File: config.mk
export PLATFORM = sky130hd
export DESIGN_NAME = weight_rom_stream_arbiter
export DESIGN_NICKNAME = d
export VERILOG_FILES = /design/src/rtl/weight_rom_stream_arbiter.sv
export SDC_FILE = /design/constraint.sdc
export NUM_CORES = 1
export LEC_CHECK = 0
export BUFFER_PORTS_ARGS = -buffer_cell sky130_fd_sc_hd__buf_2
export CAP_MARGIN = 15
export CORE_MARGIN = 1
export CORE_UTILIZATION = 45
export CTS_CLUSTER_SIZE = 10
export DETAILED_ROUTE_END_ITERATION = 12
export MAX_ROUTING_LAYER = met4
export PLACE_DENSITY_LB_ADDON = 0.05
export SYNTH_ARGS = -nofsm -noshare
export SYNTH_HDL_FRONTEND = slang
export SYNTH_SLANG_ARGS = --single-unit
File: constraint.sdc
create_clock -name clk -period 9.1 [get_ports clk]
set_input_delay 2.275 -clock clk [delete_from_list [all_inputs] [get_ports clk]]
set_output_delay 2.275 -clock clk [all_outputs]
set_load 0.01 [all_outputs]
File: src/rtl/weight_rom_stream_arbiter.sv
// ============================================================================
//  Module      : weight_rom_stream_arbiter
//  Description : Round-robin arbiter that streams one full weight-ROM pass per
//                grant through a credit-controlled output FIFO.
//  Revision    : 1.0 - initial release
// ============================================================================
`default_nettype none

module weight_rom_stream_arbiter #(
   parameter int NUM_REQ    = 3,
   parameter int DATA_WIDTH = 128,
   parameter int DEPTH      = 576,
   parameter int ADDR_WIDTH = $clog2(DEPTH) + 1,
   parameter int FIFO_DEPTH = 4,
   localparam int c_id_width = (NUM_REQ > 1) ? $clog2(NUM_REQ) : 1
) (
   input  logic                  clk,
   input  logic                  rst,
   input  logic [NUM_REQ-1:0]    req_valid,
   output logic [NUM_REQ-1:0]    req_grant,
   output logic [ADDR_WIDTH-1:0] rom_addr,
   input  logic [DATA_WIDTH-1:0] rom_q,
   output logic [DATA_WIDTH-1:0] out_data,
   output logic                  out_valid,
   input  logic                  out_ready,
   output logic                  out_last,
   output logic [c_id_width-1:0] out_id,
   output logic                  busy
);

   localparam int c_ptr_w = (FIFO_DEPTH > 1) ? $clog2(FIFO_DEPTH) : 1;
   localparam int c_cnt_w = $clog2(FIFO_DEPTH + 1);
   localparam logic [ADDR_WIDTH-1:0] c_last_addr = ADDR_WIDTH'(DEPTH - 1);

   typedef enum logic [1:0] {
      ST_IDLE   = 2'd0,
      ST_STREAM = 2'd1,
      ST_DRAIN  = 2'd2
   } state_t;

   state_t                  r_state;
   logic [NUM_REQ-1:0]      r_grant;
   logic [ADDR_WIDTH-1:0]   r_cnt;
   logic [ADDR_WIDTH-1:0]   r_addr_hold;
   logic [1:0]              r_vld;
   logic [1:0]              r_lst;
   logic [c_id_width-1:0]   r_rr_ptr;
   logic [c_id_width-1:0]   r_id;

   logic [DATA_WIDTH:0]     r_mem [FIFO_DEPTH];
   logic [c_ptr_w-1:0]      r_wr_ptr;
   logic [c_ptr_w-1:0]      r_rd_ptr;
   logic [c_cnt_w-1:0]      r_count;

   logic [2*NUM_REQ-1:0]    w_rot;
   logic                    w_found;
   int                      w_sum;
   int                      w_nxt;
   logic [c_id_width-1:0]   w_win;
   logic [c_id_width-1:0]   w_nxt_ptr;
   logic [c_cnt_w:0]        w_used;
   logic                    w_issue;
   logic                    w_push;
   logic                    w_pop;
   logic [DATA_WIDTH:0]     w_head;

   // Rotating the doubled request vector puts the round-robin start at bit 0.
   assign w_rot = {req_valid, req_valid} >> r_rr_ptr;

   always_comb begin
      w_found = 1'b0;
      w_sum   = 0;
      for (int i = NUM_REQ - 1; i >= 0; i--) begin
         if (w_rot[i]) begin
            w_found = 1'b1;
            w_sum   = int'(r_rr_ptr) + i;
         end
      end
      if (w_sum >= NUM_REQ) begin
         w_sum = w_sum - NUM_REQ;
      end
      w_nxt = (w_sum + 1 >= NUM_REQ) ? 0 : w_sum + 1;
      w_win     = c_id_width'(w_sum);
      w_nxt_ptr = c_id_width'(w_nxt);
   end

   // Words in the ROM pipeline plus words buffered must never exceed FIFO_DEPTH.
   assign w_used  = (c_cnt_w + 1)'(r_count) + (c_cnt_w + 1)'(r_vld[0])
                  + (c_cnt_w + 1)'(r_vld[1]);
   assign w_issue = (r_state == ST_STREAM) && (w_used < (c_cnt_w + 1)'(FIFO_DEPTH));
   assign w_push  = r_vld[1];
   assign w_pop   = out_valid && out_ready;

   always_ff @(posedge clk) begin
      if (rst) begin
         r_state     <= ST_IDLE;
         r_grant     <= '0;
         r_cnt       <= '0;
         r_addr_hold <= '0;
         r_vld       <= '0;
         r_lst       <= '0;
         r_rr_ptr    <= '0;
         r_id        <= '0;
      end else begin
         r_grant <= '0;
         r_vld   <= {r_vld[0], w_issue};
         r_lst   <= {r_lst[0], w_issue && (r_cnt == c_last_addr)};
         if (w_issue) begin
            r_addr_hold <= r_cnt;
            r_cnt       <= r_cnt + ADDR_WIDTH'(1);
         end
         case (r_state)
            ST_IDLE: begin
               if (w_found) begin
                  r_grant  <= NUM_REQ'(1) << w_win;
                  r_id     <= w_win;
                  r_rr_ptr <= w_nxt_ptr;
                  r_cnt    <= '0;
                  r_state  <= ST_STREAM;
               end
            end
            ST_STREAM: begin
               if (w_issue && (r_cnt == c_last_addr)) begin
                  r_state <= ST_DRAIN;
               end
            end
            ST_DRAIN: begin
               if ((r_vld == 2'b00) && (r_count == '0)) begin
                  r_state <= ST_IDLE;
               end
            end
            default: r_state <= ST_IDLE;
         endcase
      end
   end

   always_ff @(posedge clk) begin
      if (rst) begin
         r_wr_ptr <= '0;
         r_rd_ptr <= '0;
         r_count  <= '0;
      end else begin
         if (w_push) begin
            r_wr_ptr <= (r_wr_ptr == c_ptr_w'(FIFO_DEPTH - 1)) ? '0 : r_wr_ptr + c_ptr_w'(1);
         end
         if (w_pop) begin
            r_rd_ptr <= (r_rd_ptr == c_ptr_w'(FIFO_DEPTH - 1)) ? '0 : r_rd_ptr + c_ptr_w'(1);
         end
         case ({w_push, w_pop})
            2'b10:   r_count <= r_count + c_cnt_w'(1);
            2'b01:   r_count <= r_count - c_cnt_w'(1);
            default: r_count <= r_count;
         endcase
      end
   end

   always_ff @(posedge clk) begin
      if (w_push) begin
         r_mem[r_wr_ptr] <= {r_lst[1], rom_q};
      end
   end

   assign w_head    = r_mem[r_rd_ptr];
   assign out_valid = (r_count != '0);
   assign out_data  = w_head[DATA_WIDTH-1:0];
   assign out_last  = out_valid && w_head[DATA_WIDTH];
   assign out_id    = r_id;
   assign req_grant = r_grant;
   assign rom_addr  = w_issue ? r_cnt : r_addr_hold;
   assign busy      = (r_state != ST_IDLE);

endmodule

`default_nettype wire

==> results of run 1 <==
==> per-stage QoR <==
step / util / area, µm² / power (µW)
floorplan: - / 20800 / 3440
global placement: 0.503 / 22900 / 3710
detailed placement: 0.503 / 22900 / 3710
CTS: 0.542 / 24700 / 6000
global route: 0.543 / 24700 / 6130
finish: 0.543 / 24700 / 5910
==> area by class of cell <==
type                       instances  share of cell area
antenna                            7            0.000710
tap                              600              0.0304
multi-input combinational        292               0.169
sequential                       560               0.664
clock buffer                      84              0.0722
timing repair buffer             293              0.0612
inverter                          12             0.00182
clock inverter                     3            0.000862
==> report_power, final <==
part	total, µW	switching, µW	internal [µW]
Combinational	745	377	368
Clock	2270	912	1350
Sequential	2900	41.1	2860
Total	5910	1330	4580
==> cells by family after synthesis <==
| kind of cell | Yosys count | share of synthesized area |
|---|---|---|
| flip-flops | 560 | 0.788 |
| multiplexers | 145 | 0.148 |
| AND/OR/NAND/NOR | 90 | 0.0267 |
| buffers and inverters | 52 | 0.0113 |
| AO/OA/AOI/OAI | 33 | 0.0129 |
| XOR/XNOR | 13 | 0.00548 |
| adder cells (fa/ha/maj) | 11 | 0.00699 |
==> cell usage in the layout (no fill, tap or decap), types with 4 or more instances in the layout <==
cell type / n
nor2_1: 23
nand3b_1: 4
mux4_2: 129
nor2b_1: 15
buf_4: 12
nand2_1: 9
dfxtp_1: 42
clkbuf_16: 69
or3_1: 4
and2_4: 4
mux2_2: 5
buf_2: 280
a21oi_1: 12
a21o_1: 4
xor2_1: 11
ha_1: 10
nand4_1: 7
mux2_1: 7
clkbuf_1: 15
edfxtp_1: 516
diode_2: 7
mux2i_1: 4
and3_1: 4
inv_1: 12
==> worst max path at each step <==
stage                       startpoint                       to  slack [ns]
after floorplan           req_valid[1]  req_grant[2]$_SDFF_PP0_        4.91
after global placement        register             out_data[50]        4.55
after detailed placement      register             out_data[55]        4.56
after CTS                     register             out_data[51]        3.92
after global routing          register             out_data[38]        3.79
final                         register             out_data[51]        4.06
==> per-layer routing <==
metal | vias up | part of all wire | global-route usage | wire [µm]
li1 | 4403 | - | - | -
met1 | 5151 | 0.43 | 0.235 | 17500
met2 | 222 | 0.49 | 0.283 | 20000
met3 | 81 | 0.056 | 0.0509 | 2300
met4 | 0 | 0.026 | 0.0610 | 1070
met5 | - | 0 | - | 0
==> sequential cells by signal (all words and copies together), names as in the netlist, named ones only <==
register and count:
r_lst 2, r_rd_ptr 2, r_state 2, r_rr_ptr 2, r_wr_ptr 2, r_cnt 11
req_grant 3, r_mem 516, r_count 3, r_vld 2, out_id 2, r_addr_hold 11
==> worst max-delay path, delay by kind of cell (launching register included) <==
family   cells  cell delay (ns)
flops        1             0.66
buf+inv      2             0.87
mux          1             0.59
==> reports/metrics.yaml, run 1 <==
worst_hold_path:
  hold_class: "reg -> reg"
  hold-path-cell-count: 1
  hold_start: "r_lst[0]$_SDFF_PP0_"
  min_to: "r_lst[1]$_SDFF_PP0_"
power_and_ir_drop:
  leakagePower_uw: 0.00832
  power.density_nw_per_um2: 239
  vdd_drop_max_mv: 0.185
synth:
  synth_cell_types: 55
  synthCells: 904
  ys_ff_latch: 560
  synth_common_cells: "edfxtp_1, mux4_2, dfxtp_1"
  yosysMostFrequentCell: "edfxtp_1"
  synth_top_flop_cell: "edfxtp_1"
  synth_top_area_cell: "edfxtp_1"
  syn_area_um2: 20800
  async_flop_share: 0
  syn_avg_cell_area_um2: 23.0
  yosysTopAreaCellShare: 0.746
  yosysSeqAreaShare: 0.788
  ys_top_cells_by_area: "edfxtp_1, mux4_2, dfxtp_1, ha_1, xor2_1"
  synth.net_count: 1049
  yosys_warnings: 0
  synth_edf_count: 516
clock_network:
  postCtsSetupBuffers: 0
  clk_pin_slew_worst_paths_ns: 0.05
  root_buffer: "clkbuf_16"
  cts.sinks: 560
  clock_latency_ns: 0.57
  cts_buffers: 66
  postCtsResizedCells: 0
  cts_hold_buf: 0
  ctsHtreeMaxLevel: 3
  clockBufferDepth: 3
  tritoncts: "yes"
route:
  dr_total_vias: 9857
  drt_iter0_markers: 485
  avgRoutedWirePerCell_um: 22.0
  final_antenna_net_count: 0
  drc: 0
  drtPass1Iterations: 4
  viasPerCell: 5.33
  finalWirelength_um: 40800
setup_path:
  r2r-end: "out_id[1]$_SDFFE_PP0N_"
  cp_slowest_cell: "buf_4"
  cp-start-kind: "register"
  cp.arrival_ns: 2.76
  critPathCaptureType: "primary output"
  required_ns: 6.83
  rr_worst_depth: 8
  worstSetupPathType: "reg -> out"
  crit_path_cell_trace: "buf_4, mux4_2, buf_2"
  timing.rr.start: "r_rr_ptr[1]$_SDFFE_PP0N_"
  regToRegSetupSlack_ns: 6.45
  worstPathMaxFanout: 38
  cpPeakStageDelay_ns: 0.70
status:
  status: "completed"
floorplanning:
  core_area_um2: 45500
  die_y_um: 217
  row_count: 78
  dieArea_um2: 47000
  start_util: 0.457
  pin_count: 281
  die_w_um: 217
sta:
  setup_ws_ns: 4.06
  slew_violations: 0
  worst_pin_slew_ns: 1.03
  fin_worst_skew_ns: 0.0139
  fmax_ghz: 0.198
  hold_slack_ns: 0.450
  max_slew_margin: 0.312
  setup_viol: 0
  min_period_ns: 5.04
  tns_ns: 0
  fin_crit_sh: 0.554
  rsz0062_at_grt: "false"
  hold_viol: 0
cells_and_area:
  fill_cells: 3590
  multi_input_area_um2: 4170
  fin_nets: 1370
  area_delta_synth_final_pct: 18.8
  drive_gt1_frac: 0.414
  register_area_um2: 16400
  fin_cells: 1851
grt:
  grt_pass1_vias: 10400
  grt_pass1_wl_um: 62000
  antenna_found_initial: 6
  track_usage: 0.183
  globalRoute.totalOverflow: 0
  grt_max_degree: 71
place:
  dp_slack_ns: 4.56
  dp.cells: 1757
  dp_hpwl_um: 24300
  place_congestion: 0.728
  portBuffers: 280
job:
  cap_violations: 0
Note: power is estimated with default switching activity, not from simulation.
==> inputs of run 2 (changes only) <==
Clock period 9.1 ns to 4.5 ns, I/O delays scaled along.
==> run 2 against run 1 <==
Sequential cell count stayed put. Non-clock buffer count rose by 1. Clock power grew 100%. Die area stayed put. First-iteration DRC count up 12%. Hold slack worse by 0.016 ns. Critical endpoint is now rom_addr[10]. Largest cell class unchanged.
==> reports/metrics.yaml, run 2 (same netlist as run 1, synthesis figures left out) <==
clock_network:
  tritoncts: "yes"
  postCtsResizedCells: 0  # unchanged
  root_buffer: "clkbuf_16"
  cts_buffers: 66  # unchanged
  clock_latency_ns: 0.57  # about the same
  clockBufferDepth: 3  # unchanged
  clk_pin_slew_worst_paths_ns: 0.05  # about the same
  postCtsSetupBuffers: 0  # unchanged
  cts_hold_buf: 0  # unchanged
  ctsHtreeMaxLevel: 3  # unchanged
  cts.sinks: 560  # unchanged
grt:
  grt_max_degree: 66  # -7.0%
  globalRoute.totalOverflow: 0  # unchanged
  grt_pass1_wl_um: 61800  # -0.38%
  track_usage: 0.182  # -0.000701
  antenna_found_initial: 8  # +2
  grt_pass1_vias: 10300  # -1.3%
sta:
  min_period_ns: 3.84
  slew_violations: 0  # unchanged
  fin_worst_skew_ns: 0.0173  # +0.00339 ns
  tns_ns: 0  # unchanged
  fmax_ghz: 0.261
  max_slew_margin: 0.377  # +0.0650
  worst_pin_slew_ns: 0.934  # -0.0975 ns
  hold_viol: 0  # unchanged
  setup_viol: 0  # unchanged
  rsz0062_at_grt: "false"
  fin_crit_sh: 0.852
floorplanning:
  die_w_um: 217  # unchanged
  pin_count: 281  # unchanged
  core_area_um2: 45500  # unchanged
  row_count: 78  # unchanged
  die_y_um: 217  # unchanged
  start_util: 0.457  # unchanged
  dieArea_um2: 47000  # unchanged
place:
  place_congestion: 0.730  # +0.32%
  place_area_um2: 23000  # +0.42%
  portBuffers: 280  # unchanged
  dp_hpwl_um: 24000  # -1.2%
setup_path:
  regToRegSetupSlack_ns: 1.79  # -4.66 ns
  timing.rr.start: "r_rr_ptr[1]$_SDFFE_PP0N_"
  r2r-end: "out_id[1]$_SDFFE_PP0N_"
  worstPathMaxFanout: 24  # -37%
  rr_worst_depth: 8  # unchanged
  cp-start-kind: "register"
  critPathCaptureType: "primary output"
  required_ns: 3.38  # -3.45 ns
  worstSetupPathType: "reg -> out"
  cp.arrival_ns: 2.71  # -0.05 ns
  crit_start: "r_vld[1]$_SDFF_PP0_"
route:
  drc: 0  # unchanged
  dr_total_vias: 9746  # -1.1%
  drtPass1Iterations: 4  # unchanged
  drt_iter0_markers: 544  # +12%
  viasPerCell: 5.27  # -1.1%
  avgRoutedWirePerCell_um: 22.1  # +0.21%
  finalWirelength_um: 40900  # +0.15%
  final_antenna_net_count: 0  # unchanged
worst_hold_path:
  hold-path-cell-count: 1  # unchanged
  min_to: "r_lst[1]$_SDFF_PP0_"
  hold_class: "reg -> reg"
  hold_start: "r_lst[0]$_SDFF_PP0_"
cells_and_area:
  largest_reg_flops: 516  # unchanged
  final_common_cell: "edfxtp_1"
  drive_gt1_frac: 0.416  # +0.00228
  top_regs: "r_mem (516), r_addr_hold (11), r_cnt (11)"
  stdcell_area_um2: 24800  # +0.49%
  area_delta_synth_final_pct: 19.4
  layout_common_cells: "edfxtp_1, buf_2, mux4_2, clkbuf_16, dfxtp_1"
  fill_cells: 3587  # -0.084%
  register_area_um2: 16400  # unchanged
  multi_input_area_um2: 4170  # unchanged
  regMostFlops: "r_mem"
  fin_nets: 1371  # +0.073%
power_and_ir_drop:
  vdd_drop_max_mv: 0.312  # +69%
  leakagePower_uw: 0.00836  # +0.45%
  p_total_uw: 12000  # +100%
  power.density_nw_per_um2: 484  # +100%
status:
  status: "completed"
job:
  cap_violations: 0  # unchanged
[run 2: changes by cell type in the layout (fill, tap and decap cells not counted)]
cell,change
diode_2,+1
clkbuf_8,+1
buf_4,-6
clkbuf_16,+1
clkinv_1,-1
clkinv_8,+1
inv_6,-2
buf_12,+7
clkbuf_1,-3
[run 2: worst max path at each step]
stage / end / cells after the start
6_report: rom_addr[10] / 6
5_1_grt: rom_addr[7] / 6
4_1_cts: rom_addr[10] / 6
3_5_place_dp: req_grant[2]$_SDFF_PP0_ / 10
3_3_place_gp: req_grant[2]$_SDFF_PP0_ / 10
2_1_floorplan: r_mem[3][0]$_DFFE_PP_ / 2
[run 2: power breakdown]
group / switching (µW) / internal [µW]
Sequential: 59.3 / 5770
Combinational: 788 / 755
Clock: 1840 / 2780
[run 2: cell type report]
class / count / share of cell area
well taps: 600 / 0.0303
clock buffers: 83 / 0.0730
inverters: 12 / 0.00182
repair buffers: 294 / 0.0648
multi-input cells: 292 / 0.168
clock inverters: 1 / 0.000656
flip-flops and latches: 560 / 0.661
diodes: 8 / 0.000807
[run 2: metrics by stage]
| stage | std cells | hold slack [ns] | setup WS [ns] | util |
|---|---|---|---|---|
| final | 1850 | 0.434 | 0.665 | 0.545 |
| after global routing | 1850 | 0.463 | 0.536 | 0.545 |
| after CTS | 1842 | 0.438 | 0.618 | 0.545 |
| after detailed placement | 1758 | 0.426 | 1.13 | 0.505 |
| after global placement | 1758 | 0.425 | 1.15 | 0.505 |
| after floorplan | 904 | 0.414 | 0.493 | - |
[run 2: metal layers]
layer  vias up  wire [µm]  share of wire  GRT usage
met5         -          0              0          -
met4         0        728          0.018     0.0601
met3        54       2690          0.066     0.0513
met2       237      20300           0.50      0.287
met1      5052      17200           0.42      0.230
li1       4403          -              -          -
[run 2: critical path: stages, from the launching register on]
cell and delay, ns:
dfxtp_1 0.47, ha_1 0.28, a21o_1 0.18, a2111oi_4 0.33
buf_4 0.33, mux2_2 0.39, buf_2 0.14
